[src/rtl/dm_reader_pkg.sv]
// Shared constants and state encoding for the DM read engine.
package dm_reader_pkg;

  localparam int ADDR_W = 8;
  localparam int DATA_W = 16;

  typedef enum logic [1:0] {
    IDLE,
    FETCH,
    SEND,
    DONE
  } state_e;

endpackage

[src/rtl/dm_reader_if.sv]
// DM access port plus valid/ready output stream of the DM read engine.
interface dm_reader_if
  import dm_reader_pkg::*;
#(
  parameter int AW = ADDR_W,
  parameter int DW = DATA_W
);
  logic [AW-1:0] dm_addr;
  logic          dm_we;
  logic [DW-1:0] dm_din;
  logic [DW-1:0] dm_dout;
  logic [DW-1:0] out_data;
  logic          out_valid;
  logic          out_ready;

  modport master (
    output dm_addr, dm_we, dm_din, out_data, out_valid,
    input  dm_dout, out_ready
  );

  modport slave (
    input  dm_addr, dm_we, dm_din, out_data, out_valid,
    output dm_dout, out_ready
  );
endinterface

[src/rtl/dm_reader_csum.sv]
// Wrapping accumulator with synchronous clear; used for the transfer checksum.
module dm_reader_csum
  import dm_reader_pkg::*;
(
  input  logic              clk,
  input  logic              reset,
  input  logic              clr_i,
  input  logic              en_i,
  input  logic [DATA_W-1:0] din_i,
  output logic [DATA_W-1:0] sum_o
);
  logic [DATA_W-1:0] sum_q;

  always_ff @(posedge clk or posedge reset) begin
    if (reset)      sum_q <= '0;
    else if (clr_i) sum_q <= '0;
    else if (en_i)  sum_q <= sum_q + din_i;
  end

  assign sum_o = sum_q;
endmodule

[src/rtl/dm_reader.sv]
// DM read engine: walks base..base+count-1 and streams words on valid/ready.
// Optional checksum output enabled by DM_READER_CSUM_EN.
module dm_reader
  import dm_reader_pkg::*;
(
  input  logic              clk,
  input  logic              reset,
  input  logic              start,
  input  logic [ADDR_W-1:0] base,
  input  logic [ADDR_W:0]   count,
  output logic              busy,
  output logic              done,
  dm_reader_if.master       bus
`ifdef DM_READER_CSUM_EN
  ,
  output logic [DATA_W-1:0] csum
`endif
);
  state_e            state_q, state_d;
  logic [ADDR_W-1:0] ptr_q, ptr_d;
  logic [ADDR_W:0]   rem_q, rem_d;
  logic [DATA_W-1:0] data_q, data_d;
  logic              valid_q, valid_d;

  always_ff @(posedge clk or posedge reset) begin
    if (reset) begin
      state_q <= IDLE;
      ptr_q   <= '0;
      rem_q   <= '0;
      data_q  <= '0;
      valid_q <= 1'b0;
    end else begin
      state_q <= state_d;
      ptr_q   <= ptr_d;
      rem_q   <= rem_d;
      data_q  <= data_d;
      valid_q <= valid_d;
    end
  end

  always_comb begin
    state_d = state_q;
    ptr_d   = ptr_q;
    rem_d   = rem_q;
    data_d  = data_q;
    valid_d = valid_q;
    done    = 1'b0;
    busy    = (state_q != IDLE);
    unique case (state_q)
      IDLE: begin
        if (start) begin
          ptr_d   = base;
          rem_d   = count;
          state_d = (count != '0) ? FETCH : DONE;
        end
      end
      FETCH: begin
        data_d  = bus.dm_dout;
        valid_d = 1'b1;
        state_d = SEND;
      end
      SEND: begin
        if (bus.out_ready) begin
          valid_d = 1'b0;
          ptr_d   = ptr_q + ADDR_W'(1);
          rem_d   = rem_q - (ADDR_W+1)'(1);
          state_d = (rem_q == (ADDR_W+1)'(1)) ? DONE : FETCH;
        end
      end
      DONE: begin
        done    = 1'b1;
        state_d = IDLE;
      end
      default: state_d = IDLE;
    endcase
  end

  assign bus.dm_addr   = ptr_q;
  assign bus.dm_we     = 1'b0;
  assign bus.dm_din    = '0;
  assign bus.out_data  = data_q;
  assign bus.out_valid = valid_q;

`ifdef DM_READER_CSUM_EN
  logic csum_clr, csum_en;
  assign csum_clr = (state_q == IDLE) && start;
  assign csum_en  = (state_q == SEND) && bus.out_ready;

  dm_reader_csum u_csum (
    .clk   (clk),
    .reset (reset),
    .clr_i (csum_clr),
    .en_i  (csum_en),
    .din_i (data_q),
    .sum_o (csum)
  );
`endif
endmodule

[src/flat_wrapper.sv]
// flat-port wrapper written by rule: the top's interface ports become plain ports
module dm_reader_flat import dm_reader_pkg::*;
  (clk, reset, start, base, count, busy, done, bus_dm_addr, bus_dm_we, bus_dm_din, bus_out_data, bus_out_valid, bus_dm_dout, bus_out_ready);
  dm_reader_if #(.AW(ADDR_W), .DW(DATA_W)) bus_i ();
  input  logic clk;
  input  logic reset;
  input  logic start;
  input  logic [ADDR_W-1:0] base;
  input  logic [ADDR_W:0] count;
  output logic busy;
  output logic done;
  output wire logic [$bits(bus_i.dm_addr)-1:0] bus_dm_addr;
  output wire logic [$bits(bus_i.dm_we)-1:0] bus_dm_we;
  output wire logic [$bits(bus_i.dm_din)-1:0] bus_dm_din;
  output wire logic [$bits(bus_i.out_data)-1:0] bus_out_data;
  output wire logic [$bits(bus_i.out_valid)-1:0] bus_out_valid;
  input wire logic [$bits(bus_i.dm_dout)-1:0] bus_dm_dout;
  input wire logic [$bits(bus_i.out_ready)-1:0] bus_out_ready;
  assign bus_dm_addr = bus_i.dm_addr;
  assign bus_dm_we = bus_i.dm_we;
  assign bus_dm_din = bus_i.dm_din;
  assign bus_out_data = bus_i.out_data;
  assign bus_out_valid = bus_i.out_valid;
  assign bus_i.dm_dout = bus_dm_dout;
  assign bus_i.out_ready = bus_out_ready;
  dm_reader u_core (.clk(clk), .reset(reset), .start(start), .base(base), .count(count), .busy(busy), .done(done), .bus(bus_i));
endmodule
[config.mk]
export PLATFORM = sky130hd
export DESIGN_NAME = dm_reader_flat
export DESIGN_NICKNAME = d
export VERILOG_FILES = /design/src/rtl/dm_reader_pkg.sv /design/src/rtl/dm_reader_if.sv /design/src/rtl/dm_reader_csum.sv /design/src/rtl/dm_reader.sv /design/src/flat_wrapper.sv
export SDC_FILE = /design/constraint.sdc
export NUM_CORES = 1
export LEC_CHECK = 0
export CAP_MARGIN = 40
export CORE_UTILIZATION = 43
export DETAILED_ROUTE_END_ITERATION = 10
export PLACE_DENSITY = 0.84
export SYNTH_ARGS = -nofsm -noshare
export SYNTH_HDL_FRONTEND = slang
export SYNTH_HIERARCHICAL = 1
export SYNTH_SLANG_ARGS = --single-unit
[constraint.sdc]
create_clock -name clk -period 2 [get_ports clk]
set_clock_uncertainty 0.2 [all_clocks]
set_input_delay 0.3 -clock clk [delete_from_list [all_inputs] [get_ports clk]]
set_output_delay 0.3 -clock clk [all_outputs]
set_load 0.02 [all_outputs]
After elaboration in Yosys (flattened, before gate mapping)
Cells that the tools add are included.
{"block": "word_totals", "input_bits": 37, "ff_bits": 36}
{"block": "op_classes", "add_sub_neg": 2, "n_reduce_logical": 8, "mux": 14, "eq_ne": 6}
{"operator": "9-bit 2-to-1 mux", "count": 2}
{"operator": "9-bit case mux with 2 select lines", "count": 1}
{"operator": "8-bit 2-to-1 mux", "count": 2}
{"operator": "8-bit case mux with 2 select lines", "count": 1}
{"operator": "9-bit by 1-bit equality test with 1-bit output (second input constant)", "count": 1}
{"operator": "9-bit nonzero test", "count": 1}
{"operator": "9-bit by 1-bit subtractor with 9-bit output (second input constant)", "count": 1}
{"operator": "8-bit by 1-bit adder with 8-bit output (second input constant)", "count": 1}
{"operator": "2-bit 2-to-1 mux", "count": 4}
{"operator": "2-bit case mux with 4 select lines", "count": 1}
{"operator": "2-bit nonzero test", "count": 3}
{"operator": "2-bit equality test (second input constant)", "count": 2}
{"operator": "2-bit != test (second input constant)", "count": 2}
{"operator": "2-bit AND reduction", "count": 2}
{"operator": "3-bit AND reduction", "count": 1}
{"operator": "2-bit by 1-bit equality test with 1-bit output (second input constant)", "count": 1}
{"operator": "2-bit zero test", "count": 1}
{"operator": "1-bit 2-to-1 mux", "count": 2}
{"operator": "1-bit case mux with 2 select lines", "count": 1}

Longest topological paths before layout
Gate-level depths: netlist of the first run.
{"block": "logic_depth", "word_depth": 4, "ltp_mapped": 7, "mapped_depth_nobuf": 6}

Worst setup path after synthesis of the first run
Ideal clock, no wire load.
{"block": "synth_path", "path_type": "flip-flop to flip-flop", "from": "register u_core.rem_q[5]", "to": "register u_core.rem_q[8]", "required_ns": 1.678, "stages_incl_launch_ff": 5, "slack_ns": 0.393, "path_buffers": 0, "setup_ns": 0.122, "arrival_time_ns": 1.285, "path_cell_list": "dfrtp_1 > or4_4 > nor2_1 > a31o_2 > a21oi_2"}
{"block": "synth_via", "elab_chain_len": 3}
{"item": "start, declared", "line": "dm_reader.sv:21", "text": "logic [ADDR_W:0] rem_q, rem_d;"}
{"item": "start signal, assigned", "line": "dm_reader.sv:35", "text": "rem_q <= rem_d;"}
{"item": "9-bit by 1-bit subtractor with 9-bit output", "line": "dm_reader.sv:66", "text": "rem_d = rem_q - (ADDR_W+1)'(1);"}
{"item": "9-bit 2-to-1 mux", "line": "dm_reader.sv:63", "text": "if (bus.out_ready) begin"}
{"item": "9-bit case mux with 2 select lines", "line": "dm_reader.sv:49", "text": "unique case (state_q)"}
Every way passes these cells. The select of a mux whose other input is x is not followed.
A chain may end at the register's enable or synchronous reset.

Final worst setup path of the first run
{"block": "layout_path", "from": "register u_core.ptr_q[3] (netlist: u_core/bus.dm_addr[3])", "to": "output port bus_dm_addr[3]"}
{"item": "start, declared", "line": "dm_reader.sv:20", "text": "logic [ADDR_W-1:0] ptr_q, ptr_d;"}
{"item": "start signal, assigned", "line": "dm_reader.sv:34", "text": "ptr_q <= ptr_d;"}
{"item": "end, declared", "line": "flat_wrapper.sv:12", "text": "output wire logic [$bits(bus_i.dm_addr)-1:0] bus_dm_addr;"}
No word-level cell between the ends.

==> results.sh, run 1 <==
export IMPL_synthXorXnorAreaFrac_pct=0
export IMPL_rsz0062_at_grt="false"
export IMPL_clockBufferDepth=2
export IMPL_drv_cap=0
export IMPL_initialDrtViolationCount=100
export IMPL_wl_mm=4.54
export IMPL_htree_levels=2
export IMPL_post_cts_resized=2
export IMPL_ctsHoldBuffers=0
export IMPL_yosysWarnings=6
export IMPL_place_area_sq_mm=0.00258
export IMPL_crit_buf_inv=1
export IMPL_cp_cell_sequence="clkdlybuf4s50_1"
export IMPL_die_area_sq_mm=0.00482
export IMPL_relSlewSlack_pct=65.3
export IMPL_netlist_instances=192
export IMPL_arrival_ps=1390
export IMPL_avgViaCountPerCell=5.26
export IMPL_grt_use_met1_pct=25.1
export IMPL_synth_top_area_cell="dfrtp_1"
export IMPL_r2r_cells=4
export IMPL_setup_viol=0
export IMPL_path_max_fanout=7
export IMPL_die_w_um=69.4
export IMPL_cts_root_buf="clkbuf_8"
export IMPL_gp_congestion=0.871
export IMPL_ys_ff_latch=36
export IMPL_synthTopCellsByCount="dfrtp_1, buf_4, mux2_2"
export IMPL_pwr_density_cell_mw_per_mm2=1600
export IMPL_max_freq_ghz=0.529
export IMPL_synth_compound_gate_area_share_pct=16.9
export IMPL_first_global_vias=1589
export IMPL_synthMuxAreaShare_pct=10.2
export IMPL_met3_usage_pct=4.51
export IMPL_drive_gt1_share_pct=16.4
export IMPL_post_cts_buffers=0
export IMPL_fin_tns_setup_ps=0
export IMPL_status="finished clean"
export IMPL_drtPass1Iterations=4
export IMPL_rr_startpoint="u_core/state_q[0]"
export IMPL_finalHoldViolCount=0
export IMPL_yosys_area_share_simple_pct=11.9
export IMPL_fillers=385
export IMPL_synth_area_leaders="dfrtp_1, mux2_2, buf_4"
export IMPL_grt_overflow=0
export IMPL_min_path_type="input port to asynchronous set/reset pin"
export IMPL_antenna_found_initial=0
export IMPL_synth_cell_types=42
export IMPL_synth_edf_count=0
export IMPL_drtAntennaViolNets=0
export IMPL_tightest_slew_ps=521
export IMPL_worst_setup_path_end_kind="output pin"
export IMPL_grt_max_degree=22
export IMPL_drc=0
export IMPL_post_route_min_period_ps=1890
export IMPL_synth_flop_cell="dfrtp_1"
export IMPL_pin_count=81
export IMPL_cts_sinks=36
export IMPL_clock_latency_ps=290
export IMPL_grt_usage_pct=20.0
export IMPL_critPathKind="flip-flop to output pin"
export IMPL_grt_use_met2_pct=33.5
export IMPL_ys_seq_area_share_pct=46.1
export IMPL_cp_required_ps=1500
export IMPL_synthesis_area_sq_mm=0.00195
export IMPL_slew_viol_final=0
export IMPL_synth_top_cell_area_share_pct=46.1
export IMPL_coreArea_sq_mm=0.00435
export IMPL_final_nets=301
export IMPL_antennaDiodeCount=0
export IMPL_wl_per_cell_um=14.5
export IMPL_clkTransAtPathRegs_ps=70
export IMPL_cpPeakStageDelay_ps=650
export IMPL_synth_top_family_by_area="compound AO/OA/AOI/OAI gates"
export IMPL_tritoncts="done"
export IMPL_start_util_pct=44.9
export IMPL_yosysMostFrequentCell="dfrtp_1"
export IMPL_area_growth_pct=38.6
export IMPL_async_flop_share_pct=100
export IMPL_final_period_utilization_pct=94.5
export IMPL_cts_buffers=5
export IMPL_grt_busiest_layer="met2"
export IMPL_vias=1652
export IMPL_slowest_stage="clkdlybuf4s50_1"
export IMPL_synthAdderAreaFrac_pct=1.92
export IMPL_max_vdd_ir_drop_mv=0.589
export IMPL_fp_dieH_um=69.4
export IMPL_grt_pass1_wl_mm=7.60
export IMPL_cpLargestDelayFamily="buffers and inverters"
export IMPL_hpwl_mm=3.36
export IMPL_leakagePower_nw=1.15
export IMPL_final_core_util_pct=62.2
export IMPL_io_buffers=63
export IMPL_syn_avg_cell_area_sq_um=10.2
export IMPL_worstSetupStartpointType="flip-flop"
export IMPL_ff2ff_setup_slack_ps=250
export IMPL_rows=24
export IMPL_r2r_end="u_core/rem_q[1]"
export IMPL_design_area_sq_mm=0.00271
==> report_power, final <==
| group | total (mW) | leakage (nW) | internal (mW) | switching [mW] |
|---|---|---|---|---|
| sequential | 1.40 | 0.421 | 1.10 | 0.302 |
| combinational | 2.24 | 0.665 | 1.09 | 1.14 |
| clock | 0.697 | 0.0645 | 0.440 | 0.257 |
==> state kept, by name, indices dropped and copies added, names as in the netlist <==
signal / flops
u_core/bus.dm_addr: 8
u_core/rem_q: 9
u_core/state_q: 2
u_core/bus.out_valid: 1
u_core/bus.out_data: 16
==> placed cells by master (no fill, tap or decap), types with 5 or more instances in the layout <==
master,netlist,routed
dfrtp_1,36,35
clkbuf_8,0,7
nor2_1,13,13
mux2_2,16,16
o21ai_0,12,12
a21oi_1,15,15
nand2_1,9,9
clkdlybuf4s50_1,0,61
o22ai_1,5,5
conb_1,1,17
inv_1,7,7
buf_4,18,10
==> per-layer routing <==
layer | up-vias | part of all wire [%]
li1 | 788 | -
met1 | 785 | 42
met2 | 69 | 50
met3 | 10 | 6.1
met4 | 0 | 2.2
met5 | - | 0
==> final cells by class <==
cell class	count	area, sq um	share of cell area [%]
clock inverter	1	30.0	1.11
inverter	8	42.5	1.57
timing repair buffer	73	707	26.1
tap	52	65.1	2.40
multi-input combinational	137	863	31.9
clock buffer	7	96.3	3.56
sequential	36	902	33.3
==> logic make-up (layout without fill, tap and decap cells) <==
family	count (synthesis)	in the layout
other	1	17
and+or+nand+nor	46	46
DFF	36	36
buffers and inverters	35	89
muxes	18	18
AOI/OAI and AO/OA	53	53
adders and majority gates	3	3
==> worst register-to-register path: stages, from the launching register on <==
cell,delay [ps]
dfrtp_1,420
nand2b_1,390
buf_4,270
a211oi_1,270
a21oi_1,70
==> how the worst max path moves through the flow <==
| stage | to | slack (ps) | cells past startpoint | startpoint |
|---|---|---|---|---|
| 6_report | bus_dm_addr[3] | 110 | 1 | u_core/bus.dm_addr[3] |
| 3_5_place_dp | u_core/rem_q[4] | -40 | 6 | bus_out_ready |
| 4_1_cts | done | 30 | 2 | u_core/state_q[1] |
| 3_3_place_gp | u_core/rem_q[4] | 20 | 6 | bus_out_ready |
| 5_1_grt | bus_dm_addr[3] | 70 | 1 | u_core/bus.dm_addr[3] |
| 2_1_floorplan | u_core/rem_q[8] | 390 | 4 | u_core/rem_q[5] |
==> per-stage QoR <==
stage / hold WS [ps] / worst slack (ps) / total power [mW] / instances
final: 138 / 110 / 4.33 / 314
after CTS: 138 / 30.6 / 4.36 / 314
after global placement: 288 / 22.3 / 3.56 / 306
after detailed placement: 295 / -37.9 / 3.65 / 306
after floorplan: 185 / 393 / 2.80 / 208
after global routing: 177 / 69.2 / 4.61 / 314
Power figures use the tool's default switching activity.
==> run 2, diff against run 1 <==
==> constraint.sdc (replaced) <==
create_clock -name clk -period 2 [get_ports clk]
set_clock_uncertainty 0.2 [all_clocks]
set_input_delay 0.4 -clock clk [delete_from_list [all_inputs] [get_ports clk]]
set_output_delay 0.4 -clock clk [all_outputs]
set_load 0.02 [all_outputs]
==> run 2 against run 1 <==
Compared with the run above:
- highest routed layer unchanged
- register-to-register slack about the same
- non-clock buffer count rose by 1
- core utilization shrank 0.57 points
- worst hold slack gained 92 ps
- wire length shrank 8.1%
- worst setup slack got worse by 53 ps
- die area did not move
- largest power group unchanged
==> results.sh, run 2 (same netlist as run 1, synthesis figures left out) <==
export IMPL_finalHoldViolCount=0
export IMPL_clkTransAtPathRegs_ps=70
export IMPL_place_area_sq_mm=0.00258
export IMPL_slew_viol_final=0
export IMPL_drtPass1Iterations=4
export IMPL_coreArea_sq_mm=0.00435
export IMPL_r2r_end="u_core/rem_q[6]"
export IMPL_dpl_cell_count=307
export IMPL_rows=24
export IMPL_grt_usage_pct=18.3
export IMPL_clock_latency_ps=290
export IMPL_cts_sinks=36
export IMPL_clockBufferDepth=2
export IMPL_die_w_um=69.4
export IMPL_gp_congestion=0.875
export IMPL_wl_mm=4.18
export IMPL_post_cts_buffers=0
export IMPL_drc=0
export IMPL_pin_count=81
export IMPL_drive_gt1_share_pct=16.0
export IMPL_initialDrtViolationCount=49
export IMPL_cts_buffers=5
export IMPL_pwr_density_cell_mw_per_mm2=1540
export IMPL_status="finished clean"
export IMPL_cts_root_buf="clkbuf_8"
export IMPL_layout_common_cells="clkdlybuf4s50_1, dfrtp_1, conb_1, mux2_2, a21oi_1"
export IMPL_cpPeakStageDelay_ps=630
export IMPL_fin_tns_setup_ps=0
export IMPL_ctsHoldBuffers=0
export IMPL_cp_endpoint="bus_dm_addr[4]"
export IMPL_first_global_vias=1488
export IMPL_avgViaCountPerCell=5.13
export IMPL_max_vdd_ir_drop_mv=0.683
export IMPL_crit_start="u_core/bus.dm_addr[4]"
export IMPL_final_nets=302
export IMPL_drv_cap=0
export IMPL_die_area_sq_mm=0.00482
export IMPL_fp_dieH_um=69.4
export IMPL_io_buffers=63
export IMPL_grt_max_degree=22
export IMPL_hpwl_mm=3.11
export IMPL_rsz0062_at_grt="false"
export IMPL_final_period_utilization_pct=97.1
export IMPL_largest_register_ffs=16
export IMPL_area_growth_pct=37.3
export IMPL_wl_per_cell_um=13.3
export IMPL_cp_cell_sequence="clkdlybuf4s50_1"
export IMPL_arrival_ps=1340
export IMPL_layout_commonest_cell="clkdlybuf4s50_1"
export IMPL_antenna_found_initial=0
export IMPL_cp_required_ps=1400
export IMPL_worstSetupStartpointType="flip-flop"
export IMPL_antennaDiodeCount=0
export IMPL_instances_no_fill=315
export IMPL_worst_setup_path_end_kind="output pin"
export IMPL_grt_overflow=0
export IMPL_critPathKind="flip-flop to output pin"
export IMPL_vias=1617
export IMPL_cpLargestDelayFamily="buffers and inverters"
export IMPL_post_route_min_period_ps=1940
export IMPL_htree_levels=2
export IMPL_max_freq_ghz=0.515
export IMPL_start_util_pct=44.9
export IMPL_min_path_type="input port to asynchronous set/reset pin"
export IMPL_r2r_cells=6
export IMPL_grt_pass1_wl_mm=6.93
export IMPL_crit_buf_inv=1
export IMPL_setup_viol=0
export IMPL_slowest_stage="clkdlybuf4s50_1"
export IMPL_path_max_fanout=5
export IMPL_rr_startpoint="u_core/state_q[1]"
export IMPL_tritoncts="done"
export IMPL_design_area_sq_mm=0.00268
export IMPL_crit_cells=1
export IMPL_leakagePower_nw=1.14
export IMPL_drtAntennaViolNets=0
export IMPL_ff2ff_setup_slack_ps=240
run 2: where the power goes:
part           switching, mW  internal, mW
Clock                  0.262         0.280
Combinational           1.12          1.10
Sequential             0.281          1.09
run 2: worst min path at each step:
stage | from | to | slack (ps) | depth (start not counted)
after floorplan | u_core/rem_q[5] | u_core/rem_q[5] | 280 | 1
after global placement | u_core/bus.out_data[12] | u_core/bus.out_data[12] | 290 | 1
after detailed placement | u_core/bus.out_data[12] | u_core/bus.out_data[12] | 290 | 1
after CTS | reset | u_core/bus.out_data[13] | 230 | 3
after global routing | reset | u_core/bus.out_data[8] | 260 | 3
final | reset | u_core/bus.out_data[4] | 230 | 3
run 2: final cells by class:
class	instances	area [sq um]
fillers	378	1670
clock buffers	7	86.3
well taps	52	65.1
repair buffers	74	716
clock inverters	1	7.51
flip-flops and latches	36	901
multi-input cells	137	863
inverters	8	42.5
run 2: per-stage QoR:
| stage | total power [mW] | hold slack [ps] | util, % | worst slack (ps) |
|---|---|---|---|---|
| after floorplan | 2.80 | 280 | - | 393 |
| after global placement | 3.58 | 288 | 59.4 | -75.4 |
| after detailed placement | 3.63 | 294 | 59.4 | -99.5 |
| after CTS | 4.17 | 227 | 61.5 | 0.942 |
| after global routing | 4.42 | 257 | 61.6 | 6.49 |
| final | 4.13 | 230 | 61.6 | 57.4 |
run 2: timing repair:
action / 4_1_cts / 5_1_grt
gates resized for setup: 2 / 2
setup endpoints to repair: 2 / 2
endpoints found under the hold margin: 0 / 0
run 2: per-layer routing:
layer | vias to the layer above | wire length [um] | track usage [%]
met1 | 762 | 1820 | 24.1
li1 | 788 | - | -
met5 | - | 0 | 0
met2 | 58 | 2020 | 28.2
met3 | 9 | 260 | 5.09
met4 | 0 | 82 | 8.16
==> run 3, diff against run 2 <==
RECOVER_POWER = 100   (was default)
==> run 3 against run 2 <==
Compared with the run above:
- sequential power hardly changed
- count of clock-buffer cells in the layout unchanged
- die area unchanged
- worst hold slack improved by 73 ps
- critical path depth did not move
- first-iteration DRC count down 27%
- core utilization down 1.0 points
- global-route usage is the same
- total power fell by 3.2%
- flip-flop and latch count unchanged
- non-clock buffer count did not move
- worst setup slack improved by 1.2 ps
- highest routed layer unchanged
==> results.sh, run 3 (same netlist as run 1, synthesis figures left out) <==
export IMPL_pwr_density_cell_mw_per_mm2=1520
export IMPL_met3_usage_pct=5.09
export IMPL_rsz0062_at_grt="false"
export IMPL_clkTransAtPathRegs_ps=70
export IMPL_htree_levels=2
export IMPL_grt_busiest_layer="met2"
export IMPL_ctsHoldBuffers=0
export IMPL_antenna_found_initial=0
export IMPL_cp_required_ps=1400
export IMPL_fin_tns_setup_ps=0
export IMPL_die_area_sq_mm=0.00482
export IMPL_cts_buffers=5
export IMPL_clock_latency_ps=290
export IMPL_gp_congestion=0.875
export IMPL_slowest_stage="clkdlybuf4s50_1"
export IMPL_avgViaCountPerCell=5.08
export IMPL_start_util_pct=44.9
export IMPL_drive_gt1_share_pct=13.7
export IMPL_max_freq_ghz=0.515
export IMPL_io_buffers=63
export IMPL_final_period_utilization_pct=97.1
export IMPL_fp_dieH_um=69.4
export IMPL_vias=1599
export IMPL_antennaDiodeCount=0
export IMPL_worstSetupStartpointType="flip-flop"
export IMPL_tritoncts="done"
export IMPL_initialDrtViolationCount=36
export IMPL_design_area_sq_mm=0.00264
export IMPL_clockBufferDepth=2
export IMPL_crit_buf_inv=1
export IMPL_power_mw=4.00
export IMPL_coreArea_sq_mm=0.00435
export IMPL_rows=24
export IMPL_status="finished clean"
export IMPL_regArea_sq_um=901
export IMPL_final_nets=302
export IMPL_setup_viol=0
export IMPL_multi_input_area_sq_um=863
export IMPL_layout_common_cells="clkdlybuf4s50_1, dfrtp_1, dlygate4sd3_1, conb_1, mux2_2"
export IMPL_hpwl_mm=3.11
export IMPL_leakagePower_nw=1.10
export IMPL_drc=0
export IMPL_largest_register_ffs=16
export IMPL_grt_pass1_wl_mm=6.93
export IMPL_cpPeakStageDelay_ps=630
export IMPL_grt_usage_pct=18.3
export IMPL_drtAntennaViolNets=0
export IMPL_drv_cap=0
export IMPL_fillers=392
export IMPL_tightest_slew_ps=815
export IMPL_post_route_min_period_ps=1940
export IMPL_cp_cell_sequence="clkdlybuf4s50_1"
export IMPL_grt_use_met1_pct=24.1
export IMPL_slew_viol_final=0
export IMPL_wl_per_cell_um=13.3
export IMPL_critPathKind="flip-flop to output pin"
export IMPL_relSlewSlack_pct=45.7
export IMPL_place_area_sq_mm=0.00258
export IMPL_layout_commonest_cell="clkdlybuf4s50_1"
export IMPL_cts_sinks=36
export IMPL_grt_use_met2_pct=28.2
export IMPL_first_global_vias=1488
export IMPL_area_growth_pct=35.0
export IMPL_arrival_ps=1340
export IMPL_cpLargestDelayFamily="buffers and inverters"
export IMPL_drtPass1Iterations=4
export IMPL_grt_overflow=0
export IMPL_min_path_type="flip-flop to flip-flop"
export IMPL_max_vdd_ir_drop_mv=0.621
export IMPL_worst_setup_path_end_kind="output pin"
export IMPL_wl_mm=4.19
export IMPL_pin_count=81
export IMPL_final_core_util_pct=60.5
export IMPL_die_w_um=69.4
export IMPL_grt_max_degree=22
export IMPL_path_max_fanout=5
export IMPL_cts_root_buf="clkbuf_8"
export IMPL_finalHoldViolCount=0
-- run 3: cell types whose count changed in the layout (fill, tap and decap cells not counted), sizes merged --
cell / before / now
buf: 11 / 3
dlygate4sd3: 0 / 17
dlymetal6s2s: 2 / 0
clkbuf: 7 / 17
clkdlybuf4s50: 59 / 42
-- run 3: repair_timing --
item | 4_1_cts | 5_1_grt
setup buffers | 0 | 0
gates resized for setup | 2 | 2
cloned | 0 | 0
endpoints found under the setup margin | 2 | 2
-- run 3: where the power goes --
part / switching (mW) / internal (mW)
Combinational: 1.12 / 0.972
Clock: 0.262 / 0.280
Sequential: 0.274 / 1.09
-- run 3: cell type report --
cell class,count,share of cell area (%)
sequential,36,34.2
multi-input combinational,137,32.7
timing repair buffer,74,25.4
clock buffer,7,3.27
tap,52,2.47
inverter,8,1.61
clock inverter,1,0.285
-- run 3: final timing paths --
check | depth (start not counted) | slack, ps | endpoint | from
worst min-delay path | 1 | 300 | u_core/bus.out_data[9] | u_core/bus.out_data[9]
max in group asynchronous | 3 | 510 | u_core/bus.out_data[2] | reset
min in group asynchronous | 3 | 490 | u_core/bus.out_valid | reset
worst max-delay path | 1 | 60 | bus_dm_addr[4] | u_core/bus.dm_addr[4]
worst min register to register | 1 | 300 | u_core/bus.out_data[9] | u_core/bus.out_data[9]
worst max register to register | 6 | 150 | u_core/rem_q[2] | u_core/state_q[1]
-- run 3: metal layers --
| layer | routed length, um | part of all wire [%] | up-vias |
|---|---|---|---|
| met5 | 0 | 0 | - |
| met4 | 82 | 2.0 | 0 |
| met3 | 252 | 6.0 | 9 |
| met2 | 2000 | 48 | 55 |
| met1 | 1850 | 44 | 747 |
| li1 | - | - | 788 |
-- run 3: per-stage QoR --
step / hold WS (ps) / worst slack (ps) / std cells
floorplan: 280 / 393 / 208
global placement: 288 / -75.4 / 307
detailed placement: 294 / -99.5 / 307
CTS: 227 / 0.942 / 315
global route: 317 / 6.49 / 315
finish: 303 / 58.6 / 315
